**config.mk**
```make
export PLATFORM = sky130hd
export DESIGN_NAME = mux_nx1_reg_flat
export DESIGN_NICKNAME = d
export VERILOG_FILES = /design/src/rtl/mux_nx1_reg_if.sv /design/src/rtl/mux_nx1_reg.sv /design/src/flat_wrapper.sv
export SDC_FILE = /design/constraint.sdc
export NUM_CORES = 1
export LEC_CHECK = 0
export ABC_CLOCK_PERIOD_IN_PS = 2900
export BUFFER_PORTS_ARGS = -buffer_cell sky130_fd_sc_hd__buf_2
export CORE_AREA = 3 3 207 209
export DETAILED_ROUTE_END_ITERATION = 6
export DIE_AREA = 0 0 210 212
export PLACE_DENSITY = 0.39
export SLEW_MARGIN = 40
export SYNTH_ARGS = -nofsm -noshare
export SYNTH_HDL_FRONTEND = slang
export SYNTH_SLANG_ARGS = --single-unit
```
**constraint.sdc**
```tcl
create_clock -name clk -period 2.9 [get_ports clk]
set_input_delay 0.145 -clock clk [delete_from_list [all_inputs] [get_ports clk]]
set_output_delay 0.145 -clock clk [all_outputs]
set_load 0.02 [all_outputs]
```
**src/rtl/mux_nx1_reg_if.sv**
```systemverilog
// Handshake bundle for mux_nx1_reg: N-channel source bus, select/mode and valid/ready on both sides.
// out_par exists only when MUX_NX1_PARITY_EN is defined.
interface mux_nx1_reg_if #(
  parameter int N = 64,
  parameter int W = 8
);
  localparam int SW = $clog2(N);

  logic [N*W-1:0] din;
  logic [SW-1:0]  sel;
  logic           mode;
  logic           in_valid;
  logic           in_ready;
  logic [W-1:0]   out_data;
  logic [SW-1:0]  out_ch;
  logic           out_valid;
  logic           out_ready;
  logic           sel_err;
`ifdef MUX_NX1_PARITY_EN
  logic           out_par;

  modport master (
    output din, sel, mode, in_valid, out_ready,
    input  in_ready, out_data, out_ch, out_valid, sel_err, out_par
  );
  modport slave (
    input  din, sel, mode, in_valid, out_ready,
    output in_ready, out_data, out_ch, out_valid, sel_err, out_par
  );
`else
  modport master (
    output din, sel, mode, in_valid, out_ready,
    input  in_ready, out_data, out_ch, out_valid, sel_err
  );
  modport slave (
    input  din, sel, mode, in_valid, out_ready,
    output in_ready, out_data, out_ch, out_valid, sel_err
  );
`endif
endinterface

```
**src/rtl/mux_nx1_reg.sv**
```systemverilog
// N-input, W-bit registered multiplexer with valid/ready on both sides, direct or round-robin scan select.
// Optional macro MUX_NX1_PARITY_EN adds a registered even-parity output (out_par).
module mux_nx1_reg #(
  parameter int N = 64,
  parameter int W = 8
) (
  input logic          clk,
  input logic          rst_n,
  mux_nx1_reg_if.slave bus
);
  localparam int SW = $clog2(N);

  typedef enum logic {
    MODE_DIRECT = 1'b0,
    MODE_SCAN   = 1'b1
  } mode_e;

  mode_e         mode_q;
  logic [SW-1:0] ptr;
  logic [SW-1:0] ptr_base;
  logic [SW-1:0] ptr_next;
  logic [SW-1:0] ch;
  logic [W-1:0]  ch_data;
  logic          scan_entry;
  logic          in_range;
  logic          err_d;
  logic          accept;

  logic [W-1:0]  data_q;
  logic [SW-1:0] ch_q;
  logic          valid_q;
  logic          err_q;

  assign bus.in_ready = !valid_q || bus.out_ready;
  assign accept       = bus.in_valid && bus.in_ready;

  // Scan entry forces the pointer to channel 0 in the same cycle, so the entry beat uses channel 0.
  always_comb begin
    scan_entry = bus.mode && (mode_q == MODE_DIRECT);
    ptr_base   = scan_entry ? '0 : ptr;
    ch         = bus.mode ? ptr_base : bus.sel;
    in_range   = 32'(ch) < 32'(N);
    err_d      = !bus.mode && !in_range;
    ptr_next   = ptr_base;
    if (bus.mode && accept) begin
      ptr_next = (ptr_base == SW'(N - 1)) ? '0 : ptr_base + 1'b1;
    end
  end

  // Out-of-range selects match no channel and therefore yield zero data.
  always_comb begin
    ch_data = '0;
    for (int unsigned i = 0; i < N; i++) begin
      if (ch == SW'(i)) ch_data = bus.din[i*W +: W];
    end
  end

  always_ff @(posedge clk or negedge rst_n) begin
    if (!rst_n) begin
      mode_q <= MODE_DIRECT;
      ptr    <= '0;
    end else begin
      mode_q <= mode_e'(bus.mode);
      ptr    <= ptr_next;
    end
  end

  always_ff @(posedge clk or negedge rst_n) begin
    if (!rst_n) begin
      data_q  <= '0;
      ch_q    <= '0;
      valid_q <= 1'b0;
      err_q   <= 1'b0;
    end else if (accept) begin
      data_q  <= ch_data;
      ch_q    <= ch;
      valid_q <= 1'b1;
      err_q   <= err_d;
    end else if (bus.out_ready) begin
      valid_q <= 1'b0;
    end
  end

  assign bus.out_data  = data_q;
  assign bus.out_ch    = ch_q;
  assign bus.out_valid = valid_q;
  assign bus.sel_err   = err_q;

`ifdef MUX_NX1_PARITY_EN
  logic par_q;

  always_ff @(posedge clk or negedge rst_n) begin
    if (!rst_n)      par_q <= 1'b0;
    else if (accept) par_q <= ^ch_data;
  end

  assign bus.out_par = par_q;
`endif

endmodule

```
**src/flat_wrapper.sv**
```systemverilog
// flat-port wrapper written by rule: the top's interface ports become plain ports
module mux_nx1_reg_flat 
#(
  parameter int N = 64,
  parameter int W = 8
)
  (clk, rst_n, bus_din, bus_sel, bus_mode, bus_in_valid, bus_out_ready, bus_in_ready, bus_out_data, bus_out_ch, bus_out_valid, bus_sel_err);
  mux_nx1_reg_if #(.N(N), .W(W)) bus_i ();
  input logic clk;
  input logic rst_n;
  input wire logic [$bits(bus_i.din)-1:0] bus_din;
  input wire logic [$bits(bus_i.sel)-1:0] bus_sel;
  input wire logic [$bits(bus_i.mode)-1:0] bus_mode;
  input wire logic [$bits(bus_i.in_valid)-1:0] bus_in_valid;
  input wire logic [$bits(bus_i.out_ready)-1:0] bus_out_ready;
  output wire logic [$bits(bus_i.in_ready)-1:0] bus_in_ready;
  output wire logic [$bits(bus_i.out_data)-1:0] bus_out_data;
  output wire logic [$bits(bus_i.out_ch)-1:0] bus_out_ch;
  output wire logic [$bits(bus_i.out_valid)-1:0] bus_out_valid;
  output wire logic [$bits(bus_i.sel_err)-1:0] bus_sel_err;
  assign bus_i.din = bus_din;
  assign bus_i.sel = bus_sel;
  assign bus_i.mode = bus_mode;
  assign bus_i.in_valid = bus_in_valid;
  assign bus_i.out_ready = bus_out_ready;
  assign bus_in_ready = bus_i.in_ready;
  assign bus_out_data = bus_i.out_data;
  assign bus_out_ch = bus_i.out_ch;
  assign bus_out_valid = bus_i.out_valid;
  assign bus_sel_err = bus_i.sel_err;
  mux_nx1_reg #(.N(N), .W(W)) u_core (.clk(clk), .rst_n(rst_n), .bus(bus_i));
endmodule
```
# Word-level counts from Yosys, hierarchy flattened
# Index checks and enable logic that the tools add are counted.
# Widths: inputs -> output; s select.
dict set report totals {
  ff_bits 22
  input_bits 523
  wordCells 148
}
dict set report classes {
  add_sub_neg 1
  eq_ne 64
  n_mux 70
  n_bitwise 1
  n_reduce_logical 7
}
# operator n
set op_table {}
lappend op_table {{$mux 8} 64}
lappend op_table {{$eq 6x6->1 const B} 33}
lappend op_table {{$eq 6x5->1 const B} 16}
lappend op_table {{$eq 6x4->1 const B} 8}
lappend op_table {{$eq 6x3->1 const B} 4}
lappend op_table {{$mux 6} 4}
lappend op_table {{$eq 6x2->1 const B} 2}
lappend op_table {{$add 6x1->6 const B} 1}
lappend op_table {{$eq 6x1->1 const B} 1}
lappend op_table {{$logic_not 6->1} 1}
lappend op_table {{$logic_and 1x1->1} 3}
lappend op_table {{$mux 1} 2}
lappend op_table {{$reduce_bool 2->1} 1}
lappend op_table {{$logic_not 1->1} 1}
lappend op_table {{$logic_or 1x1->1} 1}
lappend op_table {{$not 1->1} 1}

# Depth between registers and ports, before layout
# Gate-level depths: netlist of the first run.
dict set report depth {
  ltp_word 69
  depth_mapped 13
  ltp_nobuf 8
}

# Least setup slack after synthesis of the first run
# No wires, ideal clock.
dict set report synth_timing {
  kind {reg-to-reg}
  from {register u_core.ptr[1]}
  to {register u_core.data_q[5] (netlist: u_core.bus.out_data[5])}
  setup_ps 131
  arrival_ps 2505
  setup_slack_ps 264
  path_stages_with_launch 10
  synth_period_minus_slack_ps 2636
  cell_sequence {dfrtp_1 -> buf_2 -> o211a_2 -> a211oi_1 -> nand2_1 -> o2111a_1 -> o211a_1 -> nand2_1 -> a21boi_1 -> or3_1}
}
dict set report synth_between {
  elab_chain_len 67
}
# element line_no
set synth_rtl {}
lappend synth_rtl {{from (decl)} mux_nx1_reg.sv:19} ;# logic [SW-1:0] ptr;
lappend synth_rtl {{from (signal assigned)} mux_nx1_reg.sv:64} ;# ptr <= ptr_next;
lappend synth_rtl {{$mux 6 *} mux_nx1_reg.sv:40} ;# ptr_base = scan_entry ? '0 : ptr;
lappend synth_rtl {{$mux 6 *} mux_nx1_reg.sv:41} ;# ch = bus.mode ? ptr_base : bus.sel;
lappend synth_rtl {{$logic_not 6->1} mux_nx1_reg.sv:54} ;# if (ch == SW'(i)) ch_data = bus.din[i*W +: W];
lappend synth_rtl {{$mux 8 (63 in series)} mux_nx1_reg.sv:54}
lappend synth_rtl {{$mux 8 *} mux_nx1_reg.sv:54}
lappend synth_rtl {{to (signal assigned)} mux_nx1_reg.sv:75} ;# data_q <= ch_data;
lappend synth_rtl {{to (decl)} mux_nx1_reg.sv:29} ;# logic [W-1:0] data_q;
# Mark *: on every way between the ends. The rest lies on a longest branch, timed or not.
# A chain may end at the register's enable or synchronous reset.

# Final worst setup path of the first run
dict set report layout_timing {
  from {register u_core.mode_q}
  to {register u_core.data_q[4] (netlist: u_core.bus.out_data[4])}
}
dict set report layout_between {
  elab_chain_len 69
}
# element line_no
set layout_rtl {}
lappend layout_rtl {{from (decl)} mux_nx1_reg.sv:18} ;# mode_e mode_q;
lappend layout_rtl {{from (signal assigned)} mux_nx1_reg.sv:63} ;# mode_q <= mode_e'(bus.mode);
lappend layout_rtl {{$not 1->1 *} mux_nx1_reg.sv:39} ;# scan_entry = bus.mode && (mode_q == MODE_DIRECT);
lappend layout_rtl {{$logic_and 1x1->1 *} mux_nx1_reg.sv:39}
lappend layout_rtl {{$mux 6 *} mux_nx1_reg.sv:40}
lappend layout_rtl {{$mux 6 *} mux_nx1_reg.sv:41}
lappend layout_rtl {{$logic_not 6->1} mux_nx1_reg.sv:54}
lappend layout_rtl {{$mux 8 (63 in series)} mux_nx1_reg.sv:54}
lappend layout_rtl {{$mux 8 *} mux_nx1_reg.sv:54}
# Marks and branches as above.

==> results of run 1 <==
-- cell usage in the layout, fill, tap and decap left out, drive strengths merged, types with 7 or more instances in the layout --
master	n
and2	8
o22ai	44
a2bb2oi	8
a31oi	19
a222oi	31
o211ai	26
o22a	8
inv	16
o21ai	82
a211o	7
o21a	8
or3	12
nand2b	9
a21oi	70
nand3b	7
a211oi	27
a221oi	27
dfrtp	22
a22o	9
a32oi	16
and3	7
nand3	48
nand2	116
o211a	9
buf	963
o221ai	37
a221o	9
nor2	69
nor3	47
a21o	7
nor4	10
nand4	19
a22oi	39
o2111ai	13
-- cells by family after synthesis --
| kind of cell | Yosys count | synth area share |
|---|---|---|
| fa+ha+maj | 1 | 0.00174 |
| flops | 22 | 0.0768 |
| other cells | 1 | 0.000523 |
| buf+inv | 106 | 0.0642 |
| xor+xnor | 3 | 0.00367 |
| simple gates | 395 | 0.280 |
| mux | 4 | 0.00576 |
| compound gates | 550 | 0.567 |
-- layout make-up --
cell class | instances | area share
Multi-Input combinational cell | 954 | 0.479
Timing Repair Buffer | 966 | 0.425
Tap cell | 532 | 0.0453
Sequential cell | 22 | 0.0380
Clock buffer | 3 | 0.00511
Inverter | 16 | 0.00409
Clock inverter | 1 | 0.00205
Antenna cell | 4 | 0.000682
-- state kept, by name (all words and copies together) (netlist names) --
signal and count:
u_core.bus.out_valid 1, u_core.bus.out_data 8, u_core.ptr 6, u_core.bus.out_ch 6, u_core.mode_q 1
-- metrics by stage --
stage / hold slack, ns / std cells / setup TNS (ns) / cell area, um2 / utilization
global placement: 0.238 / 2448 / -2.83 / 13200 / 0.323
finish: 0.0970 / 2498 / 0 / 14700 / 0.358
CTS: 0.0874 / 2476 / -0.00901 / 13900 / 0.338
detailed placement: 0.228 / 2448 / -2.94 / 13200 / 0.323
global route: 0.126 / 2498 / -0.190 / 14700 / 0.358
floorplan: -0.151 / 1082 / 0 / 7170 / -
-- final timing paths --
kind,start,slack [ns],endpoint,cells past startpoint
worst max register to register,u_core.mode_q,0.02,u_core.bus.out_data[4],12
worst min register to register,u_core.bus.out_ch[3],0.48,u_core.bus.out_ch[3],2
worst min-delay path,bus_in_valid,0.1,u_core.bus.out_valid,2
max in group asynchronous,rst_n,1.96,u_core.mode_q,2
min in group asynchronous,rst_n,0.45,u_core.bus.out_valid,2
worst max-delay path,u_core.mode_q,0.02,u_core.bus.out_data[4],12
-- timing repair --
action                     CTS  global route
resized for setup           73           126
pin swaps                   27            63
setup endpoints to repair    8             8
cloned                       2             2
setup buffers               21            24
hold endpoints to repair    22             0
hold buffers                 1             0
-- report_power, final --
| group | total (mW) | internal [mW] | switching, mW |
|---|---|---|---|
| Clock | 0.429 | 0.276 | 0.154 |
| Combinational | 2.41 | 1.08 | 1.32 |
| Sequential | 0.428 | 0.358 | 0.0700 |
| Total | 3.26 | 1.72 | 1.55 |
-- routing by layer --
metal / GRT usage / share of wire / routed length, um / up-vias
met3: 0.0602 / 0.075 / 5870 / 175
met1: 0.394 / 0.40 / 31000 / 7013
li1: - / - / - / 6314
met2: 0.572 / 0.48 / 37400 / 917
met4: 0.136 / 0.047 / 3650 / 14
met5: 0 / 0.0014 / 113 / -
==> impl.org, run 1 <==
** Outcome
- The run finished, with violations left.
- Failing checks :: design-rule violations

** Pwr
- Overall power after layout :: roughly 3.3 mW
- Power Density :: ~220 nW/um2
- VDD sags by at most a little under 200 uV.
- Leakage :: between 6 and 7 nW

** Floorplan
- Ports :: 540
- The floorplan has 74 rows.
- Overall die height :: ~210 um
- The floorplan step set the die width to between 200 and 250 um.
- The initial utilization of the core area, before any placement, comes to 0.175.
- Die area :: about 45,000 um2
- After floorplanning, the core was sized to cover 41,000 um2.

** Global route
- Number of antenna violations at the first check in global routing :: 12
- Maximum number of pins on one net before global-route repair :: 25
- The total overflow left after global routing is 0.
- Via count of the first global-routing pass :: about 15k
- First-pass GRT wire length :: 106,000 um
- For this run, the total global-route usage over all layers was measured as 0.326.

** Setup path
- Count of buffering cells on the critical path with inverters included :: 4
- In this design, the stage delay of the slowest critical-path cell is approximately 0.47 ns.
- Of all nets on the critical path, the largest fanout is 5.
- Data on the critical path is required at its endpoint by between 3 and 4 ns.
- Startpoint-to-endpoint class of the critical path :: flop to flop
- STA classifies the critical path endpoint as a flop.
- The cell family contributing the most delay on the critical path is compound AO/OA/AOI/OAI gates.
- Cell repeated most along the worst path :: sky130_fd_sc_hd__buf_4
- Startpoint class of the critical path :: flop
- Walking the worst path, the cells encountered are buf_6, nand4_1, buf_4, a211oi_2, buf_4, and2_1, a22oi_1, nand3_2, buf_4, nor4_2, a211oi_4, a2bb2oi_1.
- Data arrival time of the critical path :: around 3.1 ns
- On the critical path, the stage with the largest delay is an instance of sky130_fd_sc_hd__dfrtp_2.

** Finish
- Area used by multi-input combinational logic :: about 7000 um2
- In the final layout, the share of cells above drive strength 1 is 0.572.
- Area added between synthesis and finish :: 105%
- Number of fill cells in the layout :: about 4.6k
- Fin nets :: ~2.5k
- In the final layout, flip-flops and latches occupy ~560 um2.

** Logic synthesis
- Total nets after synthesis :: approximately 1.6k
- Area share of the largest cell type after synthesis :: 0.0768
- Sequential-to-total area share from yosys stat :: 0.0768
- In the synthesized netlist the dominant register cell turns out to be sky130_fd_sc_hd__dfrtp_1.
- Post-Synthesis Mean Instance Area :: approximately 6.6 um2
- Synthesis inferred 22 register bits.
- In this run, synthesis inferred 0 flip-flops with an integrated enable.
- Synth async-reset ratio :: 1.00
- Synth Instances :: approximately 1.1k
- Synthesis instantiated 83 different standard cells from the library.
- Post-synth top area cell :: sky130_fd_sc_hd__dfrtp_1
- By count the netlist is led by sky130_fd_sc_hd__nand2_1, sky130_fd_sc_hd__o21ai_0, sky130_fd_sc_hd__a21oi_1, sky130_fd_sc_hd__nor2_1, sky130_fd_sc_hd__nand3_1.
- Most numerous cell in the Yosys netlist :: sky130_fd_sc_hd__nand2_1
- During synthesis, Yosys emitted a total of 0 warnings.
- The synthesized netlist occupies a cell area of 7170 um2.
- In the post-synthesis netlist, the biggest area contributors are sky130_fd_sc_hd__dfrtp_1, sky130_fd_sc_hd__nand2_1, sky130_fd_sc_hd__o21ai_0, sky130_fd_sc_hd__a21oi_1, sky130_fd_sc_hd__o221ai_1.

** Routing
- Wires add up to slightly below 80,000 um.
- Detailed-route vias per instance :: around 5.8
- The pre-antenna-repair detailed-routing pass consisted of 7 iterations.
- Detailed-route via count :: roughly 14k
- Dividing the detail-routed wire length by the instance count gives 31.2 um.
- Residual antenna-violating net count after detailed routing :: 0
- Iteration-0 DRC count of the detailed router :: about 1.6k
- In the routed design, unresolved DRC markers number 41.

** Clock network
- Total clock buffers created by CTS :: 3
- Counting every sink on the clock net gives 22.
- Number of levels the H-tree was split into :: 1
- The tree is rooted in a sky130_fd_sc_hd__clkbuf_16.
- CTS tree :: built
- Clock-pin slew was measured on the worst setup and hold paths at roughly 0.080 ns.
- Clock latency on the worst-skew pair, taken at its later pin, is 0.28 ns.
- No sink is reached through more buffers than the 2 on the longest clock path.

** STA
- Final setup violation count :: 0
- Max-slew violation count :: 0
- Counting I/O delays and the setup requirement, the final critical path takes 2.88 ns.
- Setup ws final :: between 0.02 and 0.025 ns
- In this run the tightest slew margin relative to its limit is 0.530.
- Slew @ Worst Pin :: between 0.6 and 0.7 ns
- For this run, the top clock speed supported by timing is around 350 MHz.
- The total count of hold-check failures in the final report was 0.
- Of the available clock period, the critical path in the final layout requires 0.992.
- Clock tree skew after final layout :: around 0.0094 ns
- Unrepaired setup endpoints after global routing :: yes

** Placed design
- Post-Place Worst Slack :: -0.682 ns
- Final estimated routing congestion in global placement :: between 0.9 and 1
- Input and output buffers added on the ports amount to approximately 540.
- Dpl hpwl :: approximately 67,000 um

** Min path
- Worst min-delay path class :: primary input to flop

** Job
- Number of max-cap violations :: 0
Power figures use the tool's default switching activity.
==> run 2, diff against run 1 <==
Settings changed: ABC_CLOCK_PERIOD_IN_PS 2900 to 3200, CTS_BUF_LIST set to sky130_fd_sc_hd__clkbuf_4 sky130_fd_sc_hd__clkbuf_8.
Clock period 2.9 ns to 3.2 ns, I/O delays scaled along.
==> run 2 against run 1 <==
Net effect:
- the run still ends with design-rule violations left
- combinational power decreased by 24%
- sequential power decreased by 9.8%
- global-route usage is 0.63 points lower
- maximum frequency down 8.1%
- largest cell class unchanged
- highest routed layer unchanged
==> impl.org, run 2 (synthesized netlist as in run 1, its figures left out) <==
** STA
- Post-route clock period utilization :: 0.979
- Clock tree skew after final layout :: about 0.019 ns
- Total negative slack :: 0 ns
- Setup violations remaining at the end of the flow were counted as 0.
- The routed design could run at a clock period as short as around 3.1 ns.
- Achievable frequency :: 319 MHz
- Worst slew margin relative to its limit :: 0.433
- Max-slew violation count :: 0
- The total count of hold-check failures in the final report was 0.
- For the pin with the worst max-slew slack, the measured transition is approximately 0.84 ns.
- Unrepaired setup endpoints after global routing :: yes

** Placed design
- Port buffering added about 540 buffers.
- At the end of routability-driven placement, the weighted congestion stood at a little under 1.
- The HPWL after detailed placement is 65,000 um.
- After detailed placement, the design holds a cell count of roughly 2.3k.

** Floorplan
- Die area :: ~45,000 um2
- For this configuration, the core starts out at a cell density of 0.175.
- The floorplan has 74 rows.
- From bottom edge to top edge, the die measures around 210 um.
- Die boundary width :: between 200 and 250 um
- Ports :: 540
- Area of the core :: about 41,000 um2

** Finish
- The register with the most flip-flops in the layout has 8 of them.
- Top library cells by usage in the layout, fill and taps aside :: sky130_fd_sc_hd__buf_2, sky130_fd_sc_hd__buf_4, sky130_fd_sc_hd__nand2_1, sky130_fd_sc_hd__o21ai_0, sky130_fd_sc_hd__a21oi_1
- Fill cells in the final layout number 4,730.
- From synthesis to final layout, the design area changed by 71.1%.
- The finished layout holds approximately 2.3k standard cells, fillers aside.
- Fraction of final layout cells with drive strength greater than 1 :: 0.468
- Leading cell type in the layout, fill and taps excluded :: sky130_fd_sc_hd__buf_2
- Fin nets :: 2,293

** Pwr
- For this design the static power due to leakage is about 5.5 nW.
- Highest ir drop seen on vdd :: 146 uV
- Power Density :: just over 200 nW/um2

** Setup path
- Startpoint-to-endpoint class of the critical path :: flop to flop
- Cell repeated most along the worst path :: sky130_fd_sc_hd__buf_4
- For the worst setup path, the data required time is ~3.4 ns.
- Counting both buffers and inverters, the worst setup path holds a total of 4.
- The worst setup path is launched from a flop.
- Data arrival time of the critical path :: 3.33 ns
- Cell family contributing the most delay on the critical path :: compound AO/OA/AOI/OAI gates
- Top fanout value on the critical path :: 15
- Walking the worst path, the cells encountered are buf_4, nand4_1, nand2_2, buf_12, buf_4, a21oi_1, o22ai_1, a221o_1, o211ai_1, a211oi_2, buf_4, a2bb2oi_1.
- Among all stages on the critical path, the largest delay is contributed by sky130_fd_sc_hd__o211ai_1.
- The worst setup path is captured at a flop.
- Slowest stage delay, CP :: 0.46 ns

** Clock network
- The number of clock buffers added by TritonCTS is 3.
- Cell chosen for the clock root :: sky130_fd_sc_hd__clkbuf_8
- After clock tree synthesis, the clock-pin slew on the worst setup and hold paths is 0.13 ns.
- The clock drives 22 sinks.
- Maximum root-to-sink buffer count :: 2
- In this run the number of H-tree levels came out at 1.
- For the worst-skew pair, the clock arrives at the later sink with an insertion delay of 0.31 ns.
- CTS tree :: built

** Global route
- Number of antenna violations at the first check in global routing :: 7
- The first global-routing pass estimated 104,000 um of wire.
- In the global route stage, overall resource usage came out at 0.320.
- Entering global routing, the biggest net connects 34 pins.
- Summed over all layers, the global routing overflow is 0.
- The number of global-route vias before repair is approximately 14k.

** Routing
- The detail route stage leaves a number of antenna-violating nets equal to 0.
- Wire length per cell after detailed routing :: 32.9 um
- In the routed design, unresolved DRC markers number 22.
- Detailed-route vias per instance :: approximately 5.9
- Detailed-route via count :: ~14k
- The first detailed-routing pass ran for 7 iterations.
- Routed wire length :: ~76,000 um
- After the first detailed-routing iteration, the DRC count stood at around 1.6k.

** Min path
- Worst min-delay path class :: primary input to flop

** Outcome
- Outcome :: finished with violations
- The final reports fail on design-rule violations.

** Job
- Across the run, the number of max-cap violations was 0.
## run 2: changes by cell type in the layout (fill, tap and decap cells not counted), sizes merged
cell | previous run | this run
buf | 963 | 771
bufbuf | 1 | 0
clkbuf | 4 | 3
diode | 4 | 3
## run 2: cell type report
type,count,area [um2],share of cell area
repair buffers,772,4580,0.373
clock inverters,1,30.0,0.00245
flip-flops and latches,22,554,0.0452
clock buffers,3,41.3,0.00337
multi-input cells,954,6330,0.516
inverters,16,60.1,0.00489
well taps,532,666,0.0543
diodes,3,7.51,0.000612
## run 2: per-stage QoR
| step | setup WS [ns] | hold slack (ns) | instance area [um2] | utilization | total power, mW |
|---|---|---|---|---|---|
| after floorplan | 0.564 | -0.136 | 7170 | - | 1.03 |
| after global placement | -0.324 | 0.240 | 12000 | 0.292 | 2.18 |
| after detailed placement | -0.280 | 0.247 | 12000 | 0.292 | 2.17 |
| after CTS | 0.00351 | 0.0796 | 12100 | 0.295 | 2.49 |
| after global routing | 0.000385 | 0.0934 | 12300 | 0.299 | 2.63 |
| final | 0.0669 | 0.0852 | 12300 | 0.299 | 2.54 |
## run 2: path summary, 6_finish.rpt
check | startpoint | to | slack [ns] | depth (start not counted)
setup reg to reg | u_core.mode_q | u_core.bus.out_data[4] | 0.07 | 12
setup / recovery | u_core.mode_q | u_core.bus.out_data[4] | 0.07 | 12
max in group asynchronous | rst_n | u_core.ptr[0] | 2.29 | 2
hold reg to reg | u_core.bus.out_ch[3] | u_core.bus.out_ch[3] | 0.49 | 2
hold / removal | bus_in_valid | u_core.bus.out_valid | 0.09 | 2
min in group asynchronous | rst_n | u_core.bus.out_data[2] | 0.42 | 2
## run 2: layer usage
metal / GRT usage / routed length, um / vias up
li1: - / - / 5914
met1: 0.407 / 30600 / 6700
met2: 0.561 / 36800 / 904
met3: 0.0466 / 5790 / 113
met4: 0.0995 / 2500 / 6
met5: 0 / 35 / -
## run 2: repair_timing
action	4_1_cts	5_1_grt
hold endpoints to repair	22	0
endpoints found under the setup margin	4	8
gates resized for setup	5	24
pin swaps	1	3
hold buffers	1	0
setup buffers	5	7
## run 2: report_power, final
group          internal [mW]  total (mW)  switching [mW]
Clock                  0.168       0.308           0.140
Combinational          0.743        1.84            1.10
Sequential             0.324       0.386          0.0626
Total                   1.24        2.54            1.30
==> run 3, diff against run 2 <==
Settings changed: ABC_AREA set to 1, PLACE_DENSITY 0.39 to 0.36.
==> run 3 against run 2 <==
Net effect:
- the flow finishes with violations (negative setup slack)
- worst hold slack gained 0.035 ns
- cell count increased by 7.0%
- non-clock buffer count down 60
- critical path type unchanged
- largest cell class unchanged
- core utilization is 3.5 points lower
- design area is 12% lower
- combinational power is 21% lower
==> impl.org, run 3 <==
** Floorplan
- The die is approximately 210 um tall.
- Die area :: 44,500 um2
- After floorplanning, the core was sized to cover around 41,000 um2.
- The initial utilization of the core area, before any placement, comes to 0.142.
- Ports :: between 500 and 600
- The floorplan has 74 rows.
- The die is ~210 um wide.

** STA
- Max-slew violation count :: 0
- Clock tree skew after final layout :: 0.00353 ns
- Slew @ Worst Pin :: between 0.5 and 0.6 ns
- Setup repair after global routing could not meet its margin everywhere.
- For the final routed database, the setup TNS stands at -9.88 ns.
- Final period demand of the worst path :: 4.66 ns
- Worst slew margin relative to its limit :: 0.616
- Post-route clock period utilization :: 1.46
- Setup violations remaining at the end of the flow were counted as 8.
- In the post-route analysis, the smallest setup slack over all paths is -1.46 ns.
- Derived from the worst setup path, the maximum achievable clock frequency is ~210 MHz.
- Final hold violation count :: 0

** Logic synthesis
- Synthesis produced a netlist with a net count of around 1.8k.
- Counting flops and latches in the post-synthesis netlist gives 22.
- Most used DFF post-synth :: sky130_fd_sc_hd__dfrtp_1
- A synthesized cell averages 4.75 um2.
- Synth Warn # :: 0
- Summed over all instances, the cell type with the most area after synthesis is sky130_fd_sc_hd__nand2_1.
- Most numerous cell in the Yosys netlist :: sky130_fd_sc_hd__nand2_1
- Number of enable flip-flop cells after synthesis :: 0
- Synth area leaders :: sky130_fd_sc_hd__nand2_1, sky130_fd_sc_hd__nor2_1, sky130_fd_sc_hd__nand4_1, sky130_fd_sc_hd__inv_1, sky130_fd_sc_hd__dfrtp_1
- The share of synthesized area in the top cell type comes to 0.325.
- Synth Cell Area :: just under 6000 um2
- Number of distinct standard cells referenced by the synthesized netlist :: 34
- Sequential-to-total area share from yosys stat :: 0.0943
- For this run, asynchronously set or reset flops after synthesis account for 1.00.
- Synthesis produced a netlist whose cell count is roughly 1.2k.
- Most common library cells after synthesis :: sky130_fd_sc_hd__nand2_1, sky130_fd_sc_hd__nor2_1, sky130_fd_sc_hd__inv_1

** Finish
- Leading cell type in the layout, fill and taps excluded :: sky130_fd_sc_hd__buf_2
- Area added between synthesis and finish :: 85.7%
- Flip-flop count of the largest register, all copies and words added :: 8
- Once layout is complete, the cells apart from fillers number between 2k and 2.5k.
- Post-Layout Inst Area :: approximately 11,000 um2
- Fin nets :: around 2.5k
- In the final layout, the share of cells above drive strength 1 is 0.442.
- In the layout the commonest cells are sky130_fd_sc_hd__buf_2, sky130_fd_sc_hd__nand2_1, sky130_fd_sc_hd__buf_4, sky130_fd_sc_hd__nor2_1, sky130_fd_sc_hd__inv_1.
- Number of fill cells in the layout :: about 4.9k

** Placed design
- The wire-length estimate of the detail-placed layout is 40,500 um.
- Final estimated routing congestion in global placement :: roughly 0.93
- After detailed placement, the total cell area comes to approximately 10,000 um2.
- During placement, the flow inserted port buffers numbering approximately 540.
- The number of placed instances, taps included, is 2,440.

** Setup path
- Slowest CP cell :: sky130_fd_sc_hd__dfrtp_2
- Data arrival time of the critical path :: 4.83 ns
- Worst Path Required :: 3.37 ns
- The worst setup path is captured at a flop.
- Cell repeated most along the worst path :: sky130_fd_sc_hd__nand4_1
- The worst register-to-register path begins at u_core.mode_q.
- Top fanout value on the critical path :: 7
- By startpoint and endpoint, the worst setup path is classified as flop to flop.
- In this design, the stage delay of the slowest critical-path cell is 0.46 ns.
- The most critical setup path has its startpoint at u_core.mode_q.
- Startpoint class of the critical path :: flop

** Pwr
- Leakage :: 5.84 nW
- Highest ir drop seen on vdd :: 163 uV
- The completed layout was analyzed and its total power is approximately 2.1 mW.
- Power Density :: 192 nW/um2

** Clock network
- Total clock buffers created by CTS :: 3
- CTS clock-pin slew for the worst setup and hold paths :: roughly 0.090 ns
- CTS tree :: built
- In this run the number of H-tree levels came out at 1.
- For this design, the sink count on the clock tree is 22.
- For the worst-skew pair, the clock arrives at the later sink with an insertion delay of around 0.27 ns.
- Cell chosen for the clock root :: sky130_fd_sc_hd__clkbuf_8
- In this run the deepest clock path goes through 2 buffers.

** Job
- Across the run, the number of max-cap violations was 0.

** Outcome
- The flow ran to the end, but the final reports show violations.
- Failing checks :: negative setup slack

** Routing
- Once detail routing completed, the nets flagged for antenna violations numbered 0.
- After the first detailed-routing iteration, the DRC count stood at approximately 700.
- Detailed-route via count :: ~11k
- # DRC :: 0
- Routed wire length :: ~46,000 um
- Dividing the detail-routed via count by the number of cells gives 4.30.
- For this run, the detailed router's first-pass iteration total came to 5.
- Dividing the detail-routed wire length by the instance count gives between 15 and 20 um.

** Global route
- For this run the aggregate overflow at the end of global routing stands at 0.
- Met2 layer usage reported by global route :: 0.345
- After global routing, the most crowded layer is met2.
- Number of antenna violations at the first check in global routing :: 11
- For this run, the total global-route usage over all layers was measured as 0.193.
- For met1 alone, demand over resource in global routing was 0.236.
- The number of global-route vias before repair is 11.0k.
- First-pass GRT wire length :: around 65,000 um
- Maximum number of pins on one net before global-route repair :: 23
- For met3 alone, demand over resource in global routing was 0.0364.

** Min path
- In this run the worst hold path is classified as primary input to flop.
- In this run the most critical hold path is launched from bus_mode.
[run 3: critical path: cells and delay by family, from the launching register on]
family	cells	cell delay, ns
AND/OR/NAND/NOR	38	3.66
flip-flops	1	0.46
buffers and inverters	3	0.33
AO/OA/AOI/OAI	1	0.09
[run 3: cell families after synthesis]
family,count (synthesis),synth area share
adder cells (fa/ha/maj),1,0.00214
XOR/XNOR,3,0.00450
buffers and inverters,188,0.125
flip-flops,22,0.0943
other,1,0.000642
AO/OA/AOI/OAI,115,0.101
AND/OR/NAND/NOR,900,0.673
[run 3: worst paths after layout]
check                                         endpoint  slack (ns)  cells past startpoint
worst max-delay path            u_core.bus.out_data[1]       -1.46                     42
worst min-delay path                     u_core.mode_q        0.12                      1
worst max register to register  u_core.bus.out_data[1]       -1.46                     42
worst min register to register  u_core.bus.out_data[1]        0.47                      2
max in group asynchronous                u_core.mode_q        2.42                      2
min in group asynchronous       u_core.bus.out_data[5]        0.40                      2
[run 3: power breakdown]
part | switching, mW | internal [mW] | leakage [nW]
Sequential | 0.0307 | 0.326 | 0.278
Clock | 0.100 | 0.167 | 0.0357
Combinational | 0.836 | 0.626 | 5.52
Total | 0.966 | 1.12 | 5.84
[run 3: repair_timing]
| action | in CTS | in global routing |
|---|---|---|
| endpoints found under the setup margin | 8 | 8 |
| gates resized for setup | 38 | 47 |
| buffers inserted | 3 | 10 |
| hold buffers | 1 | 0 |
| pin swaps | 35 | 76 |
| endpoints found under the hold margin | 22 | 0 |
[run 3: metrics by stage]
step	setup slack, ns	util	hold WS (ns)
after floorplan	-0.134	-	-0.136
after global placement	-1.56	0.252	0.181
after detailed placement	-1.54	0.252	0.183
after CTS	-1.46	0.258	0.102
after global routing	-1.93	0.264	0.114
final	-1.46	0.264	0.120
[run 3: layout make-up]
| class | count | area (um2) | share of cell area |
|---|---|---|---|
| Multi-Input combinational cell | 1020 | 4830 | 0.446 |
| Timing Repair Buffer | 712 | 4070 | 0.375 |
| Tap cell | 532 | 666 | 0.0614 |
| Inverter | 168 | 636 | 0.0586 |
| Sequential cell | 22 | 552 | 0.0509 |
| Clock buffer | 3 | 41.3 | 0.00381 |
| Clock inverter | 1 | 30.0 | 0.00277 |
| Antenna cell | 7 | 17.5 | 0.00162 |
[run 3: per-layer routing]
metal	vias up	share of wire
li1	5296	-
met1	4723	0.42
met2	500	0.48
met3	74	0.068
met4	8	0.031
met5	-	0.0013
